==> src/rtl/imm_extend_pipe.sv <==
// LEGv8 immediate decoder feeding a 2-entry FIFO.
// Decoded {imm, fmt, illegal} are queued and presented from registers.
module imm_extend_pipe #(
    parameter int DATA_W   = 64,
    parameter int BR_SHIFT = 1
) (
    input  logic              clk,
    input  logic              reset,
    input  logic              in_valid,
    output logic              in_ready,
    input  logic [31:0]       instr,
    output logic              out_valid,
    input  logic              out_ready,
    output logic [DATA_W-1:0] imm,
    output logic [2:0]        fmt,
    output logic              illegal,
    output logic [7:0]        illegal_cnt
);

    localparam int BR_SH = (BR_SHIFT == 1) ? 2 : 0;

    logic [DATA_W-1:0] dec_imm_s;
    logic [2:0]        dec_fmt_s;
    logic              dec_ill_s;

    logic [DATA_W-1:0] mem_imm_r [2];
    logic [2:0]        mem_fmt_r [2];
    logic              mem_ill_r [2];
    logic              wr_ptr_r;
    logic              rd_ptr_r;
    logic [1:0]        count_r;

    logic [DATA_W-1:0] imm_r;
    logic [2:0]        fmt_r;
    logic              illegal_r;
    logic              out_valid_r;
    logic [7:0]        illegal_cnt_r;

    logic              push_s;
    logic              pop_s;
    logic [1:0]        count_nxt_s;
    logic              rd_nxt_s;
    logic [DATA_W-1:0] head_imm_s;
    logic [2:0]        head_fmt_s;
    logic              head_ill_s;

    // Priority decode of the incoming instruction word.
    always_comb begin
        dec_imm_s = '0;
        dec_fmt_s = 3'd0;
        dec_ill_s = 1'b0;
        if (instr[31:26] == 6'b000101) begin
            dec_fmt_s = 3'd1;
            dec_imm_s = DATA_W'($signed(instr[25:0])) << BR_SH;
        end else if (instr[31:25] == 7'b1011010) begin
            dec_fmt_s = 3'd2;
            dec_imm_s = DATA_W'($signed(instr[23:5])) << BR_SH;
        end else if ((instr[31:21] == 11'b11111000010) || (instr[31:21] == 11'b11111000000)) begin
            dec_fmt_s = 3'd3;
            dec_imm_s = DATA_W'($signed(instr[20:12]));
        end else if ((instr[31:22] == 10'b1001000100) || (instr[31:22] == 10'b1101000100)) begin
            dec_fmt_s = 3'd4;
            dec_imm_s = DATA_W'(instr[21:10]);
        end else if ((instr[31:23] == 9'b110100101) || (instr[31:23] == 9'b111100101)) begin
            // Halfword shifts past DATA_W-1 drop out naturally.
            dec_fmt_s = 3'd5;
            dec_imm_s = DATA_W'(instr[20:5]) << {instr[22:21], 4'd0};
        end else begin
            dec_ill_s = 1'b1;
        end
    end

    assign in_ready = (count_r < 2'd2) && !reset;
    assign push_s   = in_valid && in_ready;
    assign pop_s    = out_valid_r && out_ready;

    // Next occupancy, read pointer and the entry that will sit at the head.
    always_comb begin
        case ({push_s, pop_s})
            2'b10:   count_nxt_s = count_r + 2'd1;
            2'b01:   count_nxt_s = count_r - 2'd1;
            default: count_nxt_s = count_r;
        endcase
        rd_nxt_s = pop_s ? ~rd_ptr_r : rd_ptr_r;
        if (count_nxt_s == 2'd0) begin
            head_imm_s = '0;
            head_fmt_s = 3'd0;
            head_ill_s = 1'b0;
        end else if (push_s && (wr_ptr_r == rd_nxt_s)) begin
            head_imm_s = dec_imm_s;
            head_fmt_s = dec_fmt_s;
            head_ill_s = dec_ill_s;
        end else begin
            head_imm_s = mem_imm_r[rd_nxt_s];
            head_fmt_s = mem_fmt_r[rd_nxt_s];
            head_ill_s = mem_ill_r[rd_nxt_s];
        end
    end

    // FIFO storage, pointers, registered head copy and illegal counter.
    always_ff @(posedge clk) begin
        if (reset) begin
            for (int i = 0; i < 2; i++) begin
                mem_imm_r[i] <= '0;
                mem_fmt_r[i] <= 3'd0;
                mem_ill_r[i] <= 1'b0;
            end
            wr_ptr_r      <= 1'b0;
            rd_ptr_r      <= 1'b0;
            count_r       <= 2'd0;
            imm_r         <= '0;
            fmt_r         <= 3'd0;
            illegal_r     <= 1'b0;
            out_valid_r   <= 1'b0;
            illegal_cnt_r <= 8'd0;
        end else begin
            if (push_s) begin
                mem_imm_r[wr_ptr_r] <= dec_imm_s;
                mem_fmt_r[wr_ptr_r] <= dec_fmt_s;
                mem_ill_r[wr_ptr_r] <= dec_ill_s;
                wr_ptr_r            <= ~wr_ptr_r;
            end
            rd_ptr_r    <= rd_nxt_s;
            count_r     <= count_nxt_s;
            imm_r       <= head_imm_s;
            fmt_r       <= head_fmt_s;
            illegal_r   <= head_ill_s;
            out_valid_r <= (count_nxt_s != 2'd0);
            if (push_s && dec_ill_s && (illegal_cnt_r != 8'hFF)) begin
                illegal_cnt_r <= illegal_cnt_r + 8'd1;
            end
        end
    end

    assign out_valid   = out_valid_r;
    assign imm         = imm_r;
    assign fmt         = fmt_r;
    assign illegal     = illegal_r;
    assign illegal_cnt = illegal_cnt_r;

endmodule

==> config.mk <==
export PLATFORM = sky130hd
export DESIGN_NAME = imm_extend_pipe
export DESIGN_NICKNAME = d
export VERILOG_FILES = /design/src/rtl/imm_extend_pipe.sv
export SDC_FILE = /design/constraint.sdc
export NUM_CORES = 1
export LEC_CHECK = 0
export ABC_AREA = 1
export BUFFER_PORTS_ARGS = -buffer_cell sky130_fd_sc_hd__buf_2
export CAP_MARGIN = 20
export CORE_ASPECT_RATIO = 0.9
export CORE_UTILIZATION = 27
export CTS_CLUSTER_DIAMETER = 80
export CTS_CLUSTER_SIZE = 25
export DETAILED_ROUTE_END_ITERATION = 8
export GPL_TIMING_DRIVEN = 0
export SETUP_SLACK_MARGIN = 0.3
export SLEW_MARGIN = 0
export SYNTH_ARGS = -nofsm -noshare
export SYNTH_HDL_FRONTEND = slang
export SYNTH_SLANG_ARGS = --single-unit
==> constraint.sdc <==
create_clock -name clk -period 3.47 [get_ports clk]
set_input_delay 0.694 -clock clk [delete_from_list [all_inputs] [get_ports clk]]
set_output_delay 0.694 -clock clk [all_outputs]
set_load 0.01 [all_outputs]
# Yosys cells after proc, flatten, opt, wreduce, memory -nomap -nowiden
# Memories as Yosys holds them, arrays and structs flattened. A register that Yosys moved wholly into a read port is not among the register bits.
# Cells that the tools add are included.
[classes] mux=31 shifts=1 n_reduce_logical=15 n_lt_le_gt_ge=1 bitwise=2 n_eq_ne=11 n_addsub=3
[op_table] op="2-to-1 mux 64 bit" count=6
[op_table] op="OR reduction 64 bit" count=1
[op_table] op="left shift 16 x 6 -> 64 bit" count=1
[op_table] op="== test 11 bit, second input constant" count=2
[op_table] op="== test 10 bit, second input constant" count=2
[op_table] op="== test 9 bit, second input constant" count=2
[op_table] op="2-to-1 mux 1 bit" count=18
[op_table] op="2-to-1 mux 3 bit" count=6
[op_table] op="adder 8 x 1 -> 8 bit, second input constant" count=1
[op_table] op="!= test 8 bit, second input constant" count=1
[op_table] op="== test 7 bit, second input constant" count=1
[op_table] op="== test 6 x 3 -> 1 bit, second input constant" count=1
[op_table] op="logical AND 1 bit" count=5
[op_table] op="one-hot mux 2 bit (2 select lines)" count=1
[op_table] op="logical OR 1 bit" count=3
[op_table] op="OR reduction 3 bit" count=1
[op_table] op="adder 2 x 1 -> 2 bit, second input constant" count=1
[op_table] op="== test 2 x 1 -> 1 bit, second input constant" count=1
[op_table] op="== test 2 bit, second input constant" count=1
[op_table] op="logical NOT 2 bit" count=1
[op_table] op="less-than comparator 2 bit, second input constant" count=1
[op_table] op="inverter 1 bit" count=2
[op_table] op="nonzero test 2 bit" count=1
[op_table] op="OR reduction 2 bit" count=1
[op_table] op="3 further kinds" count=3
[totals] out_inout_bits=78 ff_bits=13 wordCells=72 memories=3 mem_bits_rw=136
[memory_table] memory="mem_imm_r" depth=2 width=64 read_ports=1 rd_clocked_by_memory_dff=1 write_ports=2 line="26" text="logic [DATA_W-1:0] mem_imm_r [2];"
[memory_table] memory="mem_fmt_r" depth=2 width=3 read_ports=1 rd_clocked_by_memory_dff=1 write_ports=2 line="27" text="logic [2:0] mem_fmt_r [2];"
[memory_table] memory="mem_ill_r" depth=2 width=1 read_ports=1 rd_clocked_by_memory_dff=1 write_ports=2 line="28" text="logic mem_ill_r [2];"

# Logic depth before layout (Yosys ltp)
[depth] ltp_word=9 mapped_depth=13 mapped_depth_nobuf=12

# Worst setup path before layout
# Ideal clock, no wire load.
[synth_timing] path_type="input to register" startpoint="in reset" endpoint="mem mem_fmt_r[0][0], enable pin" cell_stages=6 t_required_ps=3042 arrival_time_ps=2946 setup_time_ps=428 setup_slack_ps=96 path_cell_list="nor2_1 -> nand2_1 -> nor2_1 -> inv_1 -> clkbuf_1 -> nand2_1"
[synth_rtl] element="start: declaration" line="8" text="input logic reset,"
[synth_rtl] element="end: declaration" line="27"

# Final worst setup path
[layout_timing] startpoint="reg count_r[1]" endpoint="reg fmt_r[0], in the netlist fmt[0], read port of mem_fmt_r"
[layout_via] elab_chain_len=7 word_cells_on_any_way=10 classes_between="add/sub: 2; order compare: 1; eq/ne: 2; mux: 1; reduce/logical: 4"
[layout_rtl] element="start: declaration" line="31" text="logic [1:0] count_r;"
[layout_rtl] element="start signal: assignment" line="124" text="count_r <= count_nxt_s;"
[layout_rtl] element="less-than comparator 2 bit" line="73" text="assign in_ready = (count_r < 2'd2) && !reset;"
[layout_rtl] element="logical AND 1 bit" line="73"
[layout_rtl] element="logical AND 1 bit" line="74" text="assign push_s = in_valid && in_ready;"
[layout_rtl] element="== test 2 x 1 -> 1 bit or == test 2 bit (tied branches)" line="79" text="case ({push_s, pop_s})"
[layout_rtl] element="one-hot mux 2 bit (2 select lines) (*)" line="79"
[layout_rtl] element="logical NOT 2 bit (*)" line="85" text="if (count_nxt_s == 2'd0) begin"
[layout_rtl] element="OR reduction 2 bit (no source line) (*)"
[layout_rtl] element="end: declaration" line="34" text="logic [2:0] fmt_r;"
# Every way passes the cells marked *; elsewhere a longest branch is shown, timed or not.
# A chain may end at the register's enable or synchronous reset.

==> results.md <==
* Status: completed
* Top post-synthesis cells by area: edfxtp_1 (39%), dfxtp_1 (15%), nand2_1 (15%)
* Final hold vios at 0
* Largest stage delay, worst path at between 500 and 600 ps
* Seq/Total Area, Yosys at between 50% and 60%
* Total Power at ~6.6 mW
* # hold bufs at CTS at 0
* Initial Util at between 20% and 30%
* Pwr dens at approximately 540 nW/um2
* Setup TNS at 0 ps
* R2r setup slk at 760 ps
* Post-route clock period utilization at approximately four fifths
* Flop pwr share at between 40% and 50%
* Internal Pwr Total at between 4 and 5 mW
* GR peak layer: met2
* DR vias at around 9k
* Top post-synthesis cells by count: nand2_1 (431), nor2_1 (184), inv_1 (147)
* Share of layout cells above drive strength 1 at 13.9%
* Leak Pwr at 5.96 nW
* Drt via density at about 4.7
* Number of synthesized flops with an enable pin at 136
* Hold Path Class: reg -> reg
* Main flop type after synthesis: edfxtp_1
* Initial antenna violation count at 5
* CTS root buf: clkbuf_16
* Max-slew violation count at 0
* Grt ovf at 0
* 1st-iter DRT viols at between 800 and 900
* Post-Syn Area at 10500 um2
* FP Rows at 68
* R2r startpoint: count_r[1]$_SDFF_PP0_
* Sw Share at ~34%
* ANT nets after route at 0
* Crit-path cells: nor2_1 > nand2_1 > ha_1 > xor2_1 > nand2_1 > nand2_1 > nand3_1 > nand2_1 > buf_1 > o21ai_0 > nor2_1
* Reg clk slew, reported paths at 90 ps
* Crit path DAT at slightly above 3000 ps
* Most frequent CP cell: nand2_1
* Worst slew pin tran at between 800 and 900 ps
* Netlist cell types at 30
* Multi-input logic area at 3870 um2
* Residual DRC at 0
* DIE WIDTH at approximately 210 um
* Sw power at around 2.2 mW
* Largest net degree at the start of global routing at 52
* Post-Synthesis Cells at between 1k and 1.5k
* Reg-to-Reg End: fmt[0]$_SDFF_PP0_
* Met1 Use GR at a little under a quarter
* Count leader, synth: nand2_1
* Register area at approximately 5700 um2
* Critical path endpoint category: flip-flop
* Clock share of power at roughly 28%
* Final min period at 2710 ps
* Worst Skew at around 21 ps
* Post_cts resized at 0
* TritonCTS Buffers at 15
* Fraction of registers with async set or reset after synthesis at 0%
* Boundary Pins at between 100 and 150
* Synth top area share at about 39%
* Synthesized Nets at roughly 1.4k
* Bufs and invs on worst path at 1
* WHS Endpoint: illegal_cnt[1]$_SDFFE_PP0P_
* Final #Nets at approximately 1.5k
* Average wire per standard cell at roughly 17 um
* Number of post-CTS setup repair buffers at 0
* Worst setup SP type: flip-flop
* CTS sink count at 217
* Yosys warns at 0
* Filler cells at ~4.1k
* Core Box Area at 38300 um2
* Setup-failing EPs final at 0
* Met3 GRT Util at between 2 and 3%
* Worst skew pair latency at ~500 ps
* Critical path class: reg -> reg
* Die area at 39700 um2
* Number of max-cap violations at 0
* Worst hold path depth at 2
* Max-slew headroom at just over 40%
* GP Congestion at between 0.9 and 1
* Critical path's top delay family: simple AND/OR/NAND/NOR gates
* Die Height at 189 um
* Yosys reg bits at 217
* GRT Util Overall at between 10% and 20%
* WL final at between 30000 and 40000 um
* Area grow syn2layout at 16.5%
* Met2 GRT Util at 27.0%
* Critical-path maximum fanout at 10
* RSZ-0062 raised after global routing: no
* Max Freq at between 0.3 and 0.4 GHz
* First-pass GRT wire length at ~52000 um
* Area leader, netlist: edfxtp_1
* Vias in the first global route at about 8.7k
* CTS max path bufs at 3
* Average cell area after synthesis at between 7 and 8 um2
* Worst R2R Path Depth at 11
* VDD IR max at about 0.37 mV
* CP required at 3870 ps
* Hold Crit Start: illegal_cnt[1]$_SDFFE_PP0P_
* TritonCTS clock tree: built
* Hold Slack at 510 ps
* CP max-delay cell: buf_1
* Initial DRT Pass Iterations at 7
* Combinational power share at around 25%
* H-tree levels at 1
* Count of buffers from port buffering at around 110
* DP HPWL at between 20000 and 25000 um
power by group through the flow:
| stage | Combinational, mW | Clock (mW) | Sequential [mW] |
|---|---|---|---|
| 6_report | 1.65 | 1.86 | 3.09 |
| 5_1_grt | 1.84 | 2.00 | 3.12 |
| 4_1_cts | 1.66 | 1.91 | 3.09 |
| 3_5_place_dp | 1.65 | 0 | 3.15 |
| 3_3_place_gp | 1.64 | 0 | 3.15 |
| 2_1_floorplan | 0.887 | 0 | 3.24 |
per-layer routing:
layer / wire length, um / share of wire [%]
met3: 2600 / 7.6
met5: 8 / 0.024
met4: 745 / 2.2
met1: 15300 / 45
met2: 15400 / 45
tightest hold or removal path, stage by stage (launching register included):
cell     delay, ps
dfxtp_1        340
nand2_1         70
a21oi_1         50
cell families (layout without fill, tap and decap cells):
logic type / Yosys count / count (layout) / synth area share, %
and+or+nand+nor: 809 / 809 / 32.4
buffers and inverters: 227 / 365 / 8.86
DFF: 217 / 217 / 54.4
AOI/OAI and AO/OA: 74 / 74 / 3.60
xor gates and xnor gates: 6 / 6 / 0.572
adders and majority gates: 2 / 2 / 0.238
other: 0 / 4 / 0
flip-flops by register name, summed over array words and instances, names as in the netlist:
name         flops
rd_ptr_r         1
mem_ill_r        2
imm             64
wr_ptr_r         1
illegal_cnt      8
illegal          1
mem_imm_r      128
count_r          2
mem_fmt_r        6
fmt              3
out_valid        1
per-stage QoR:
step / std cells / utilization, % / setup slack [ps] / area, um2
2_1_floorplan: 1335 / - / 725 / 10500
3_3_place_gp: 1936 / 30.5 / -421 / 11700
3_5_place_dp: 1938 / 30.6 / 181 / 11700
4_1_cts: 1963 / 31.9 / 632 / 12200
5_1_grt: 1966 / 31.9 / 329 / 12200
6_report: 1967 / 31.9 / 762 / 12200
final cells by class:
| cell class | count | share of cell area, % |
|---|---|---|
| clock inverter | 8 | 0.839 |
| tap | 490 | 5.01 |
| clock buffer | 17 | 3.13 |
| inverter | 152 | 4.67 |
| antenna | 4 | 0.0819 |
| multi-input combinational | 891 | 31.7 |
| buffer | 75 | 2.94 |
| sequential | 217 | 46.7 |
| timing repair buffer | 113 | 4.99 |
how the worst max path moves through the flow:
stage                          startpoint                             end  slack, ps  cells past startpoint
detailed placement                  reset               fmt[0]$_SDFF_PP0_        180                     11
global placement                    reset  mem_imm_r[0][18]$_SDFFCE_PN0P_       -420                      7
global route        count_r[1]$_SDFF_PP0_               fmt[0]$_SDFF_PP0_        330                     11
CTS                 count_r[1]$_SDFF_PP0_               fmt[0]$_SDFF_PP0_        630                     11
floorplan                           reset   mem_fmt_r[0][0]$_SDFFCE_PN0P_        720                      6
finish              count_r[1]$_SDFF_PP0_               fmt[0]$_SDFF_PP0_        760                     11
cell usage in the layout, fill, tap and decap left out, types with 3 or more instances in the layout:
master	instances
nor2_2	7
nor2_4	3
o21ai_0	24
xor2_1	4
a21oi_1	44
edfxtp_1	136
clkbuf_1	28
nand4_1	29
nand2_1	429
buf_4	4
inv_2	4
buf_2	143
nor2_1	184
o22ai_1	6
nand2_2	3
clkbuf_16	15
nand2_4	4
diode_2	4
buf_1	10
clkinv_8	3
buf_6	3
inv_1	147
nand3_1	130
nor3_1	10
or2_2	5
dfxtp_1	81
(Power assumes the default switching activity.)
